[src/rtl/mul_accum_4bit.sv]
`timescale 1ns/1ps
`default_nettype none
// ============================================================================
//  Module   : mul_accum_4bit
//  Purpose  : Sums LEN 4-bit partial products into an ACC_W-bit result with a
//             sticky carry-out flag, using valid/ready handshakes on both sides.
//  Revision : 1.0  initial release
// ============================================================================
module mul_accum_4bit #(
    parameter int LEN   = 4,
    parameter int ACC_W = 8
) (
    input  logic             clk,
    input  logic             rst,
    input  logic             clr,
    input  logic             in_valid,
    output logic             in_ready,
    input  logic [3:0]       in_p,
    output logic             out_valid,
    input  logic             out_ready,
    output logic [ACC_W-1:0] out_sum,
    output logic             out_ovf
);

    localparam int               CNT_W    = $clog2(LEN + 1);
    localparam logic [CNT_W-1:0] C_LEN    = CNT_W'(LEN);
    localparam logic [1:0]       C_IDLE   = 2'd0;
    localparam logic [1:0]       C_ACCUM  = 2'd1;
    localparam logic [1:0]       C_DONE   = 2'd2;

    logic [1:0]       r_state;
    logic [ACC_W-1:0] r_acc;
    logic [CNT_W-1:0] r_cnt;
    logic             r_ovf;

    logic             w_beat;
    logic [ACC_W:0]   w_add;
    logic [CNT_W-1:0] w_cnt_nxt;

    // in_ready is purely a function of state, so a beat never needs in_valid
    // to feed back into the ready path.
    assign w_beat    = in_valid && (r_state != C_DONE);
    assign w_add     = {1'b0, r_acc} + {{(ACC_W-3){1'b0}}, in_p};
    assign w_cnt_nxt = r_cnt + 1'b1;

    always_ff @(posedge clk) begin
        if (rst || clr) begin
            r_state <= C_IDLE;
            r_acc   <= '0;
            r_cnt   <= '0;
            r_ovf   <= 1'b0;
        end else begin
            case (r_state)
                C_IDLE, C_ACCUM: begin
                    if (w_beat) begin
                        r_acc   <= w_add[ACC_W-1:0];
                        r_ovf   <= r_ovf | w_add[ACC_W];
                        r_cnt   <= w_cnt_nxt;
                        r_state <= (w_cnt_nxt == C_LEN) ? C_DONE : C_ACCUM;
                    end
                end
                C_DONE: begin
                    if (out_ready) begin
                        r_state <= C_IDLE;
                        r_acc   <= '0;
                        r_cnt   <= '0;
                        r_ovf   <= 1'b0;
                    end
                end
                default: begin
                    r_state <= C_IDLE;
                    r_acc   <= '0;
                    r_cnt   <= '0;
                    r_ovf   <= 1'b0;
                end
            endcase
        end
    end

    assign in_ready  = (r_state != C_DONE);
    assign out_valid = (r_state == C_DONE);
    assign out_sum   = r_acc;
    assign out_ovf   = r_ovf;

endmodule
`default_nettype wire
[config.mk]
export PLATFORM = sky130hd
export DESIGN_NAME = mul_accum_4bit
export DESIGN_NICKNAME = d
export VERILOG_FILES = /design/src/rtl/mul_accum_4bit.sv
export SDC_FILE = /design/constraint.sdc
export NUM_CORES = 1
export LEC_CHECK = 0
export CORE_ASPECT_RATIO = 1.2
export CORE_MARGIN = 2
export CORE_UTILIZATION = 46
export CTS_CLUSTER_SIZE = 8
export DETAILED_ROUTE_END_ITERATION = 12
export PLACE_DENSITY = 0.85
export SYNTH_ARGS = -nofsm -noshare
export SYNTH_HDL_FRONTEND = slang
export SYNTH_SLANG_ARGS = --single-unit
[constraint.sdc]
create_clock -name clk -period 2.35 [get_ports clk]
set_input_delay 0.47 -clock clk [delete_from_list [all_inputs] [get_ports clk]]
set_output_delay 0.47 -clock clk [all_outputs]
set_load 0.05 [all_outputs]
# After elaboration in Yosys (flattened, before gate mapping)
# Index checks and enable logic that the tools add are counted.
dict set report word_totals {
  regBits 14
  latchBits 0
  ram_bits 0
  mem_bits_ro 0
  input_bits 9
  output_inout_bits 11
  word_cells 31
  n_memories 0
}
dict set report op_classes {
  addsub 2
  mul 0
  div 0
  n_lt_le_gt_ge 0
  eq_ne 6
  shifts 0
  n_mux 13
  bitwise 1
  reduce_logical 5
}
# op n
set op_table {}
lappend op_table {{8-bit 2-to-1 mux} 2}
lappend op_table {{8-bit case mux with 2 select lines} 1}
lappend op_table {{8-bit by 4-bit adder with 9-bit output} 1}
lappend op_table {{2-bit 2-to-1 mux} 3}
lappend op_table {{3-bit 2-to-1 mux} 2}
lappend op_table {{3-bit case mux with 2 select lines} 1}
lappend op_table {{2-bit != test (second input constant)} 2}
lappend op_table {{2-bit case mux with 2 select lines} 1}
lappend op_table {{3-bit by 1-bit adder with 3-bit output (second input constant)} 1}
lappend op_table {{3-bit == test (second input constant)} 1}
lappend op_table {{2-bit by 1-bit == test with 1-bit output (second input constant)} 1}
lappend op_table {{2-bit == test (second input constant)} 1}
lappend op_table {{2-bit logical NOT} 1}
lappend op_table {{1-bit 2-to-1 mux} 2}
lappend op_table {{2-bit by 1-bit != test with 1-bit output (second input constant)} 1}
lappend op_table {{1-bit case mux with 2 select lines} 1}
lappend op_table {{2-bit AND reduction} 1}
lappend op_table {{2-bit OR reduction} 1}
lappend op_table {{1-bit logical AND} 1}
lappend op_table {{1-bit logical OR} 1}
lappend op_table {{1-bit OR} 1}

# Longest topological paths before layout
dict set report logic_depth {
  ltp_word 5
  ltp_mapped 7
  mapped_depth_nobuf 7
}

# Worst setup path before layout
# OpenSTA, ideal clock, no wires.
dict set report synth_timing {
  kind {reg-to-reg}
  from {register r_acc[0], in the netlist out_sum[0]}
  to {register r_acc[4], in the netlist out_sum[4]}
  arrival_time_ns 2.040
  slack_ns 0.243
  path_stages_with_launch 8
  path_buffers 0
  period_less_slack_ns 2.107
  cell_sequence {dfxtp_1 > ha_1 > inv_1 > fa_1 > nor2b_1 > o21ai_1 > a2111o_1 > o21ai_2}
}
dict set report synth_via {
  elab_chain_len 3
}
# element line_no
set synth_lines {}
lappend synth_lines {{start: declaration} 32} ;# logic [ACC_W-1:0] r_acc;
lappend synth_lines {{start signal: assignment} 56} ;# r_acc <= w_add[ACC_W-1:0];
lappend synth_lines {{8-bit by 4-bit adder with 9-bit output} 43} ;# assign w_add = {1'b0, r_acc} + {{(ACC_W-3){1'b0}}, in_p};
lappend synth_lines {{8-bit 2-to-1 mux} 55} ;# if (w_beat) begin
lappend synth_lines {{8-bit case mux with 2 select lines} 53} ;# case (r_state)
# Every way passes these cells. The select of a mux whose other input is x is not followed.
# A chain may end at the register's enable or synchronous reset.

# Worst setup path in the final report
dict set report layout_timing {
  from {register r_state[1]}
  to {output port out_valid}
}
dict set report layout_via {
  elab_chain_len 1
}
# element line_no
set layout_lines {}
lappend layout_lines {{start: declaration} 31} ;# logic [1:0] r_state;
lappend layout_lines {{start signal: assignment} 59} ;# r_state <= (w_cnt_nxt == C_LEN) ? C_DONE : C_ACCUM;
lappend layout_lines {{2-bit == test} 81} ;# assign out_valid = (r_state == C_DONE);
lappend layout_lines {{end: declaration} 19} ;# output logic out_valid,
# Every way passes these cells.

==> summary.txt <==
Final layout
  • Share of cells above drive strength 1: 9.01%
  • Ant. Diodes: 0
  • Fillers: 146
  • Layout area overhead: 30.6%
  • Area occupied by multi-input gates: 469 um2
  • Nets: 129
  • FF+latch area: 280 um2

Synthesis
  • Average instance area after synthesis: 8.73 um2
  • Seq/Total Area, Yosys: 36.1%
  • Distinct cells, synth: 34
  • Syn nets: 105
  • Synth Register Bits: 14
  • Yosys Warn Count: 0
  • Cells after Synth: 89
  • Synthesized cell area: 777 um2

Timing
  • Minimum clock period: 2.24 ns
  • Fin crit share: 95.5%
  • Min Hold Slack: 0.491 ns
  • Worst-margin pin slew: 0.504 ns
  • RSZ-0062 raised after global routing: no
  • Endpoints failing hold: 0
  • Worst Skew: 0.000697 ns
  • F_max: 0.446 GHz
  • Slew headroom: 66.3%
  • Max-slew violations: 0
  • Endpoints failing setup: 0

Detailed routing
  • DR top layer: met4
  • Drt pass-1 iters: 4
  • Met2 routed WL: 897 um
  • Routed via count divided by cell count: 5.55
  • Vias: 716
  • Iteration-0 DRC Markers: 16
  • DR DRC count: 0
  • Met1 WL: 745 um
  • Wire per inst: 13.3 um
  • Routed Antenna Nets: 0
  • WL met3: 67 um
  • Routed wire length: 1.72 mm

Power and ir drop
  • Internal power: 0.335 mW
  • Share of total power in sequential cells: 54.2%
  • Clk pwr share: 28.6%
  • Gate power share: 17.1%
  • Switching Share: 26.1%
  • Final Total Pwr: 0.454 mW
  • Lkg Pwr: 0.401 nW
  • Pwr/cell area: 447 nW/um2
  • Switching Power: 0.119 mW
  • Peak VDD IR: 0.000339 V

Worst setup path
  • CP endpoint kind: output pin
  • Worst Path Arrival: 1.77 ns
  • Worst r2r src: out_sum[0]
  • CP Depth: 3
  • Worst endpoint required time: 1.88 ns
  • Slowest-stage cell, CP: clkdlybuf4s50_1
  • Max incr delay on CP: 0.79 ns
  • Reg2reg end: out_sum[6]
  • Kind of critical path: flop to output pin
  • Worst r2r path cells: 7
  • R2R Setup Slk: 0.53 ns
  • CP max FO: 7
  • Worst path bufs/invs: 2
  • Startpoint Class: flop
  • Worst-path cell chain: nand2b_1, inv_1, clkdlybuf4s50_1
  • Worst setup path startpoint: r_state[1]
  • Crit path to: out_valid
  • Crit path max-delay family: buffers and inverters

Job
  • Max cap viols: 0

Clock tree
  • CTS tree: built
  • CTS Buf Count: 3
  • Skew-Pair Late Insertion Delay: 0.27 ns
  • Post-CTS Resized: 0
  • Clock-pin slew on the worst setup and hold paths: 0.08 ns
  • Root buf cell: clkbuf_4
  • TritonCTS Sinks: 14
  • CTS Buffer Depth: 2
  • Postcts setup bufs: 0
  • Hold_buf cts: 0
  • Htree depth: 1

Floorplanning
  • Initial core utilization: 48.5%
  • Die Y-Extent: 49.0 um
  • Die area: 2040 um2
  • Core area: 1600 um2
  • Die W: 41.5 um
  • Io pins: 20
  • Row count: 16

Global routing
  • Pin count of the biggest net entering global routing: 12
  • Antenna violations before repair: 0
  • Vias in the first global route: 656
  • First-pass GRT wire length: 2.81 mm
  • GR Overflow Total: 0
  • Global-route usage over all layers: 17.7%

Hold path
  • Worst Hold Class: flop to flop

Outcome
  • Status: complete, no violations

Placed design
  • Gpl congestion: 0.695
  • HPWL Detailed: 1.34 mm
  • PortBufs: 19
## metrics by stage
step	worst slack (ns)	instance area [um2]	cells	util, %	setup TNS [ns]
2_1_floorplan	0.243	777	89	-	0
4_1_cts	0.108	1010	129	63.4	0
3_3_place_gp	0.0207	992	126	62.0	0
6_report	0.105	1010	129	63.4	0
3_5_place_dp	-0.0519	992	126	62.0	-0.0707
5_1_grt	0.0635	1010	129	63.4	0
## worst reg2reg max path, cell delays in order (launching register included)
cell	delay, ns
dfxtp_1	0.37
ha_1	0.17
inv_1	0.05
fa_1	0.38
nor2b_1	0.16
o21ai_1	0.12
a211oi_2	0.29
mux2i_1	0.21
## per-layer routing
metal	vias to the layer above	global-route usage [%]
met5	-	0
met4	0	5.91
met3	2	4.44
met2	14	31.3
met1	330	20.6
li1	370	-
## Yosys cell counts
master	number	area, um2
dfxtp_1	14	280
nor2_1	14	52.6
a21oi_1	6	30.0
ha_1	6	75.1
inv_1	6	22.5
nand2_1	5	18.8
o21ai_1	3	15.0
a211oi_1	2	15.0
a22oi_1	2	15.0
mux2i_1	2	20.0
nand2b_1	2	12.5
nand3_1	2	10.0
nor2b_1	2	12.5
o21ai_0	2	10.0
or3_1	2	12.5
a2111o_1	1	11.3
a2111oi_1	1	10.0
a211oi_2	1	12.5
a21boi_2	1	11.3
a21o_1	1	7.51
a22o_1	1	8.76
a2bb2oi_1	1	8.76
a31o_1	1	8.76
and3_1	1	6.26
buf_2	1	5.00
fa_1	1	20.0
nand4_1	1	6.26
nor2_2	1	6.26
nor2b_2	1	8.76
nor4_1	1	6.26
o211ai_1	1	7.51
o21a_4	1	15.0
o21ai_2	1	8.76
or2_1	1	6.26
## cell type report
class                      count  share of cell area, %
clock buffer                   3                   2.22
multi-input combinational     68                   46.2
timing repair buffer          20                   19.5
sequential                    14                   27.6
inverter                       6                   2.22
tap                           18                   2.22
## layout by cell type (no fill, tap or decap), drive strengths merged, types with 2 or more instances in the layout
master and n:
a21oi 6, dfxtp 14, mux2i 2, nand2b 2, nor2b 3, nor2 15, clkbuf 3, o21ai 6
nand2 5, nand3 2, inv 6, clkdlybuf4s50 19, or3 2, a22oi 2, ha 6, a211oi 3
## state kept, by name, indices dropped and copies added (netlist names)
register,count
out_sum,8
r_cnt,3
out_ovf,1
r_state,2
## logic make-up after synthesis
family / count (synthesis) / synth area share (%)
AND/OR/NAND/NOR: 33 / 20.5
AO/OA/AOI/OAI: 26 / 25.1
flip-flops: 14 / 36.1
buffers and inverters: 7 / 3.54
adder cells (fa/ha/maj): 7 / 12.2
multiplexers: 2 / 2.58
## worst min-delay path by stage
stage,end,start,slack (ns),cells past startpoint
after floorplan,r_cnt[2],r_cnt[2],0.45,2
after global placement,r_cnt[2],r_cnt[2],0.47,2
after detailed placement,out_ovf,out_ovf,0.47,1
after CTS,out_ovf,out_ovf,0.49,1
after global routing,out_sum[6],out_sum[6],0.53,2
final,r_cnt[2],r_cnt[2],0.49,2
## power groups by stage
stage | Sequential [mW] | Clock (mW) | Combinational (mW)
6_report | 0.246 | 0.130 | 0.0778
4_1_cts | 0.246 | 0.134 | 0.0776
3_5_place_dp | 0.252 | 0 | 0.0773
5_1_grt | 0.247 | 0.146 | 0.0863
3_3_place_gp | 0.251 | 0 | 0.0746
2_1_floorplan | 0.261 | 0 | 0.0370
Note: power is estimated with default switching activity, not from simulation.
